`src/rtl/ac_ctrl_pkg.sv`:
```
// Shared types and width helpers for the multi-zone AC controller.
package ac_ctrl_pkg;

   typedef enum logic [1:0] {
      ZONE_OFF  = 2'b00,
      ZONE_RUN  = 2'b01,
      ZONE_HOLD = 2'b10
   } zone_state_e;

   localparam int ZONE_STATE_W = 2;

   // Bits needed to hold the values 0..n inclusive.
   function automatic int cnt_width(input int n);
      return (n < 1) ? 1 : $clog2(n + 1);
   endfunction

endpackage

```
`src/rtl/ac_sensor_debounce.sv`:
```
// One raw sensor bit: 2-FF synchroniser followed by a stable-count debouncer.
module ac_sensor_debounce
   import ac_ctrl_pkg::*;
#(
   parameter int DEBOUNCE_CYCLES = 16
) (
   input  logic clk,
   input  logic reset,
   input  logic raw_i,
   output logic db_o
);

   localparam int CW = cnt_width(DEBOUNCE_CYCLES);

   logic          sync1_q;
   logic          sync2_q;
   logic          db_q;
   logic          db_d;
   logic [CW-1:0] cnt_q;
   logic [CW-1:0] cnt_d;

   // Everything resets to "open" so a zone cannot start before sensors settle closed.
   always_ff @(posedge clk or posedge reset) begin
      if (reset) begin
         sync1_q <= 1'b1;
         sync2_q <= 1'b1;
         db_q    <= 1'b1;
         cnt_q   <= '0;
      end else begin
         sync1_q <= raw_i;
         sync2_q <= sync1_q;
         db_q    <= db_d;
         cnt_q   <= cnt_d;
      end
   end

   // The edge that would bring the count to DEBOUNCE_CYCLES takes the new value.
   always_comb begin
      db_d  = db_q;
      cnt_d = '0;
      if (sync2_q != db_q) begin
         if (cnt_q == CW'(DEBOUNCE_CYCLES - 1)) begin
            db_d  = sync2_q;
            cnt_d = '0;
         end else begin
            cnt_d = cnt_q + CW'(1);
         end
      end
   end

   assign db_o = db_q;

endmodule

```
`src/rtl/ac_zone_controller.sv`:
```
// Multi-zone AC controller: debounced sensors, per-zone OFF/RUN/HOLD FSM and a shared run budget.
module ac_zone_controller
   import ac_ctrl_pkg::*;
#(
   parameter int NUM_ZONES       = 4,
   parameter int DEBOUNCE_CYCLES = 16,
   parameter int MIN_OFF_CYCLES  = 1000,
   parameter int MAX_ACTIVE      = 2
) (
   input  logic                                 clk,
   input  logic                                 reset,
   input  logic [NUM_ZONES-1:0]                 door_open,
   input  logic [NUM_ZONES-1:0]                 window_open,
   input  logic [NUM_ZONES-1:0]                 zone_en,
   output logic [NUM_ZONES-1:0]                 ac_on,
   output logic [ZONE_STATE_W*NUM_ZONES-1:0]    zone_state,
   output logic [cnt_width(NUM_ZONES)-1:0]      active_count,
   output logic [NUM_ZONES-1:0]                 lockout
);

   localparam int AW = cnt_width(NUM_ZONES);
   localparam int TW = cnt_width(MIN_OFF_CYCLES);

   logic [NUM_ZONES-1:0] door_db;
   logic [NUM_ZONES-1:0] window_db;
   logic [NUM_ZONES-1:0] req;
   logic [NUM_ZONES-1:0] is_off;
   logic [NUM_ZONES-1:0] is_run;
   logic [NUM_ZONES-1:0] is_hold;
   logic [NUM_ZONES-1:0] grant;
   logic [AW-1:0]        run_cnt;
   logic [AW-1:0]        slots;
   logic [AW-1:0]        given;

   always_comb begin
      run_cnt = '0;
      for (int i = 0; i < NUM_ZONES; i++) begin
         run_cnt = run_cnt + AW'(is_run[i]);
      end
   end

   // Slots come from registered RUN states, so a zone leaving RUN frees its slot a cycle later.
   always_comb begin
      slots = (run_cnt >= AW'(MAX_ACTIVE)) ? '0 : (AW'(MAX_ACTIVE) - run_cnt);
      given = '0;
      grant = '0;
      for (int i = 0; i < NUM_ZONES; i++) begin
         if (is_off[i] && req[i] && (given < slots)) begin
            grant[i] = 1'b1;
            given    = given + AW'(1);
         end
      end
   end

   assign active_count = run_cnt;

   for (genvar z = 0; z < NUM_ZONES; z++) begin : g_zone
      zone_state_e   state_q;
      zone_state_e   state_d;
      logic [TW-1:0] timer_q;
      logic [TW-1:0] timer_d;

      ac_sensor_debounce #(
         .DEBOUNCE_CYCLES(DEBOUNCE_CYCLES)
      ) u_door_db (
         .clk   (clk),
         .reset (reset),
         .raw_i (door_open[z]),
         .db_o  (door_db[z])
      );

      ac_sensor_debounce #(
         .DEBOUNCE_CYCLES(DEBOUNCE_CYCLES)
      ) u_window_db (
         .clk   (clk),
         .reset (reset),
         .raw_i (window_open[z]),
         .db_o  (window_db[z])
      );

      assign req[z] = zone_en[z] & ~door_db[z] & ~window_db[z];

      always_ff @(posedge clk or posedge reset) begin
         if (reset) begin
            state_q <= ZONE_OFF;
            timer_q <= '0;
         end else begin
            state_q <= state_d;
            timer_q <= timer_d;
         end
      end

      // HOLD lasts MIN_OFF_CYCLES cycles: load N-1, leave on the cycle the timer reads 0.
      always_comb begin
         state_d = state_q;
         timer_d = timer_q;
         case (state_q)
            ZONE_OFF: begin
               timer_d = '0;
               if (grant[z]) begin
                  state_d = ZONE_RUN;
               end
            end
            ZONE_RUN: begin
               if (!req[z]) begin
                  state_d = ZONE_HOLD;
                  timer_d = TW'(MIN_OFF_CYCLES - 1);
               end
            end
            ZONE_HOLD: begin
               if (timer_q == '0) begin
                  state_d = ZONE_OFF;
               end else begin
                  timer_d = timer_q - TW'(1);
               end
            end
            default: begin
               state_d = ZONE_OFF;
               timer_d = '0;
            end
         endcase
      end

      assign is_off[z]  = (state_q == ZONE_OFF);
      assign is_run[z]  = (state_q == ZONE_RUN);
      assign is_hold[z] = (state_q == ZONE_HOLD);

      assign zone_state[ZONE_STATE_W*z +: ZONE_STATE_W] = state_q;
      assign ac_on[z]   = is_run[z];
      assign lockout[z] = is_hold[z];
   end

endmodule

```
`config.mk`:
```
export PLATFORM = sky130hd
export DESIGN_NAME = ac_zone_controller
export DESIGN_NICKNAME = d
export VERILOG_FILES = /design/src/rtl/ac_ctrl_pkg.sv /design/src/rtl/ac_sensor_debounce.sv /design/src/rtl/ac_zone_controller.sv
export SDC_FILE = /design/constraint.sdc
export NUM_CORES = 1
export LEC_CHECK = 0
export CAP_MARGIN = 15
export CELL_PAD_IN_SITES_DETAIL_PLACEMENT = 0
export CELL_PAD_IN_SITES_GLOBAL_PLACEMENT = 1
export CORE_MARGIN = 3
export CORE_UTILIZATION = 47
export CTS_BUF_LIST = sky130_fd_sc_hd__clkbuf_16
export DETAILED_ROUTE_END_ITERATION = 10
export PLACE_DENSITY = 0.88
export SLEW_MARGIN = 20
export SYNTH_ARGS = -nofsm -noshare
export SYNTH_HDL_FRONTEND = slang
export SYNTH_HIERARCHICAL = 1
export SYNTH_SLANG_ARGS = --single-unit
```
`constraint.sdc`:
```
create_clock -name clk -period 5.5 [get_ports clk]
set_clock_uncertainty 0.05 [all_clocks]
set_input_delay 1.1 -clock clk [delete_from_list [all_inputs] [get_ports clk]]
set_output_delay 1.1 -clock clk [all_outputs]
set_load 0.005 [all_outputs]
```
==> impl_metrics.tcl, run 1 <==
set metrics [dict create \
    outcome "complete, no violations" \
    synth_nets 638 \
    ctsLongestPathBuffers 2 \
    syn_to_final_growth_pct 13.7 \
    p_leak_uw 0.00311 \
    yosysSeqAreaShare_pct 48.1 \
    clock_sinks 112 \
    ys.flop_type "dfrtp_1" \
    cp_top_family "adder cells" \
    post_dp_cell_area_mm2 0.00634 \
    yosys_warnings 6 \
    ant_nets 0 \
    rows 40 \
    critPathRequiredTime_ps 5730 \
    cts_buffers 9 \
    timing.fmax_mhz 200 \
    place_congestion 0.824 \
    synth_edf_count 0 \
    antenna_cells 0 \
    postSynth.asyncResetShare_pct 100 \
    cts_resized 0 \
    cp_slowest_cell "fa_1" \
    synth_area_leaders "dfrtp_1, dfstp_2, ha_1" \
    drv_cap 0 \
    tritoncts "built" \
    r2r-start "g_zone[3].state_q[1]" \
    drive_gt1_share_pct 12.5 \
    port_buffers 32 \
    ioPinCount 33 \
    p_int_uw 2200 \
    core-area_mm2 0.0121 \
    setup_tns_ps 0 \
    die_area_mm2 0.0139 \
    path_buf_inv 2 \
    rsz0062_at_grt "no" \
    final-max-slew-violation-count 0 \
    hpwl_mm 8.27 \
    holdPathEnd "g_zone[1].u_door_db/sync2_q" \
    worstSkewPairLatency_ps 360 \
    swShare_pct 40.8 \
    setup_viol 0 \
    path_cells "inv_1 -> ha_1 -> ha_1 -> ha_4 -> fa_1 -> and3b_1 -> a211oi_2 -> nand2_1 -> inv_1 -> ha_1 -> ha_1 -> o2bb2ai_1 -> o21ai_0 -> nand2_1 -> o21ai_0 -> ha_1 -> mux2i_1 -> o21ai_0 -> a41oi_1 -> and4_1 -> a211oi_1" \
    reg2reg_setup_slack_ps 500 \
    period_share_pct 90.9 \
    nets 666 \
    yosysUniqueCellTypes 62 \
    worst-path-stages 21 \
    final_common_cell "dfrtp_1" \
    firstDrtPassIters 4 \
    worstPathArrival_ps 5230 \
    drtIter0Drc 326 \
    p_seq_share_pct 29.3 \
    cp-end-kind "register" \
    wl_per_cell_um 14.5 \
    drt-vias-per-instance 5.45 \
    final_cell_mix "dfrtp_1, nor2_1, o21ai_0, inv_1, ha_1" \
    powerDensity_mw_per_mm2 555 \
    chipWidth_um 118 \
    seq_area_mm2 0.00283 \
    hold_violations 0 \
    syn_avg_cell_area_um2 10.1 \
    wl_mm 11.4 \
    netlist_area_mm2 0.00589 \
    cts_root_buf "clkbuf_16" \
    rr_endpoint "g_zone[3].state_q[1]" \
    path_common_cell "ha_1" \
    synthCells 585 \
    crit_fanout 9 \
    p_switching_uw 1520 \
    min_path_cells 0 \
    path_clk_slew_ps 80 \
    fin_area_mm2 0.00670 \
    postCtsHoldBufs 0 \
    reg2reg_depth 21 \
    irDropWorstVdd_mv 0.216 \
    min_path_type "register to register" \
    tightest_slew_ps 962 \
    start_util_pct 48.6 \
    multi_input_area_mm2 0.00284 \
    worstSetupPathType "register to register" \
    hp-start "g_zone[1].u_door_db/sync1_q" \
    num_vias 4287 \
    synth_top_area_share_pct 37.4 \
    overflow 0 \
    nFillCells 1092 \
    maxSlewHeadroom_pct 35.0 \
    pwr-share-clk_pct 18.6 \
    grt_pass1_vias 4354 \
    track_usage_pct 17.8 \
    grt_pass1_wl_mm 20.6 \
    postCtsSetupBuffers 0 \
    period_needed_ps 5000 \
    grt_max_degree 49 \
    fp.dieH_um 118 \
    yosys.area.top_type "dfrtp_1" \
    comb_power_share_pct 52.1 \
    h-tree-depth 3 \
    synth_seq_cells 112 \
    drc_errors 0 \
    critPathLaunchType "register" \
    cpPeakStageDelay_ps 450 \
    antenna_found_initial 0 \
]
==> cells by family after synthesis <==
logic type	share of synthesized area, %
simple gates	18.6
mux	3.21
xor+xnor	4.02
fa+ha+maj	8.42
flops	48.1
buf+inv	4.21
compound gates	13.4
==> power groups by stage <==
stage | sequential, uW | combinational (uW) | clock, uW
after floorplan | 1080 | 1360 | 0
after global placement | 1090 | 1780 | 0
after detailed placement | 1100 | 1850 | 0
after CTS | 1090 | 1860 | 712
after global routing | 1110 | 2210 | 744
final | 1090 | 1940 | 690
==> Yosys cell counts, drive strengths merged (4+ instances only) <==
master   instances
nor2b            6
a31oi            9
nand4            4
and2            13
o41ai            4
nand2           31
dfstp           24
mux2            15
nor4bb           4
ha              38
nor2            63
nand3           24
buf              7
nor4             4
nor3b            6
clkbuf           9
nor3            15
dfrtp           88
o21ai           62
a22o             4
and3             9
a21oi           25
inv             44
o2bb2ai          4
xor2            26
nand2b           5
==> stage by stage <==
step / hold slack (ps) / power, uW / util (%) / setup slack, ps / cells
2_1_floorplan: 295 / 2440 / - / 731 / 585
3_3_place_gp: 296 / 2870 / 52.4 / 644 / 770
3_5_place_dp: 298 / 2950 / 52.4 / 339 / 770
4_1_cts: 309 / 3660 / 55.0 / 312 / 786
5_1_grt: 311 / 4070 / 55.3 / 46.6 / 786
6_report: 307 / 3720 / 55.3 / 501 / 786
==> registers in the layout, summed over array words and instances, names as in the netlist <==
signal	cells
g_zone.u_door_db/sync1_q	4
g_zone.u_window_db/db_o	4
g_zone.u_window_db/sync2_q	4
g_zone.u_window_db/sync1_q	4
g_zone.timer_q	40
g_zone.u_window_db/cnt_q	20
g_zone.u_door_db/db_o	4
g_zone.u_door_db/cnt_q	20
g_zone.u_door_db/sync2_q	4
g_zone.state_q	8
==> layer usage <==
layer  routed length, um  GRT usage (%)  vias to the layer above
met5                   0              0                        -
met4                 201           5.05                        0
met3                 471           4.90                       14
met2                5550           28.9                       74
met1                5170           23.6                     2104
li1                    -              -                     2095
==> worst max path at each step <==
stage	from	to
after floorplan	g_zone[0].state_q[1]	g_zone[3].state_q[0]
after global placement	g_zone[1].state_q[1]	g_zone[3].state_q[0]
final	g_zone[3].state_q[1]	g_zone[3].state_q[1]
after CTS	g_zone[1].state_q[1]	g_zone[3].state_q[1]
after detailed placement	g_zone[1].state_q[1]	g_zone[3].state_q[1]
after global routing	g_zone[1].state_q[1]	g_zone[3].state_q[1]
==> final cells by class <==
cell class	count	area share, %
Clock inverter	7	1.33
Clock buffer	9	3.36
Sequential cell	112	42.3
Timing Repair Buffer	33	4.90
Tap cell	168	3.14
Multi-Input combinational cell	413	42.5
Inverter	44	2.49
(Power assumes the default switching activity.)
==> run 2: changes to the inputs <==
GPL_ROUTABILITY_DRIVEN = 0   (was unset)
==> results of run 2 <==
The final DEF is identical to that of run 1; final timing and power are the same.
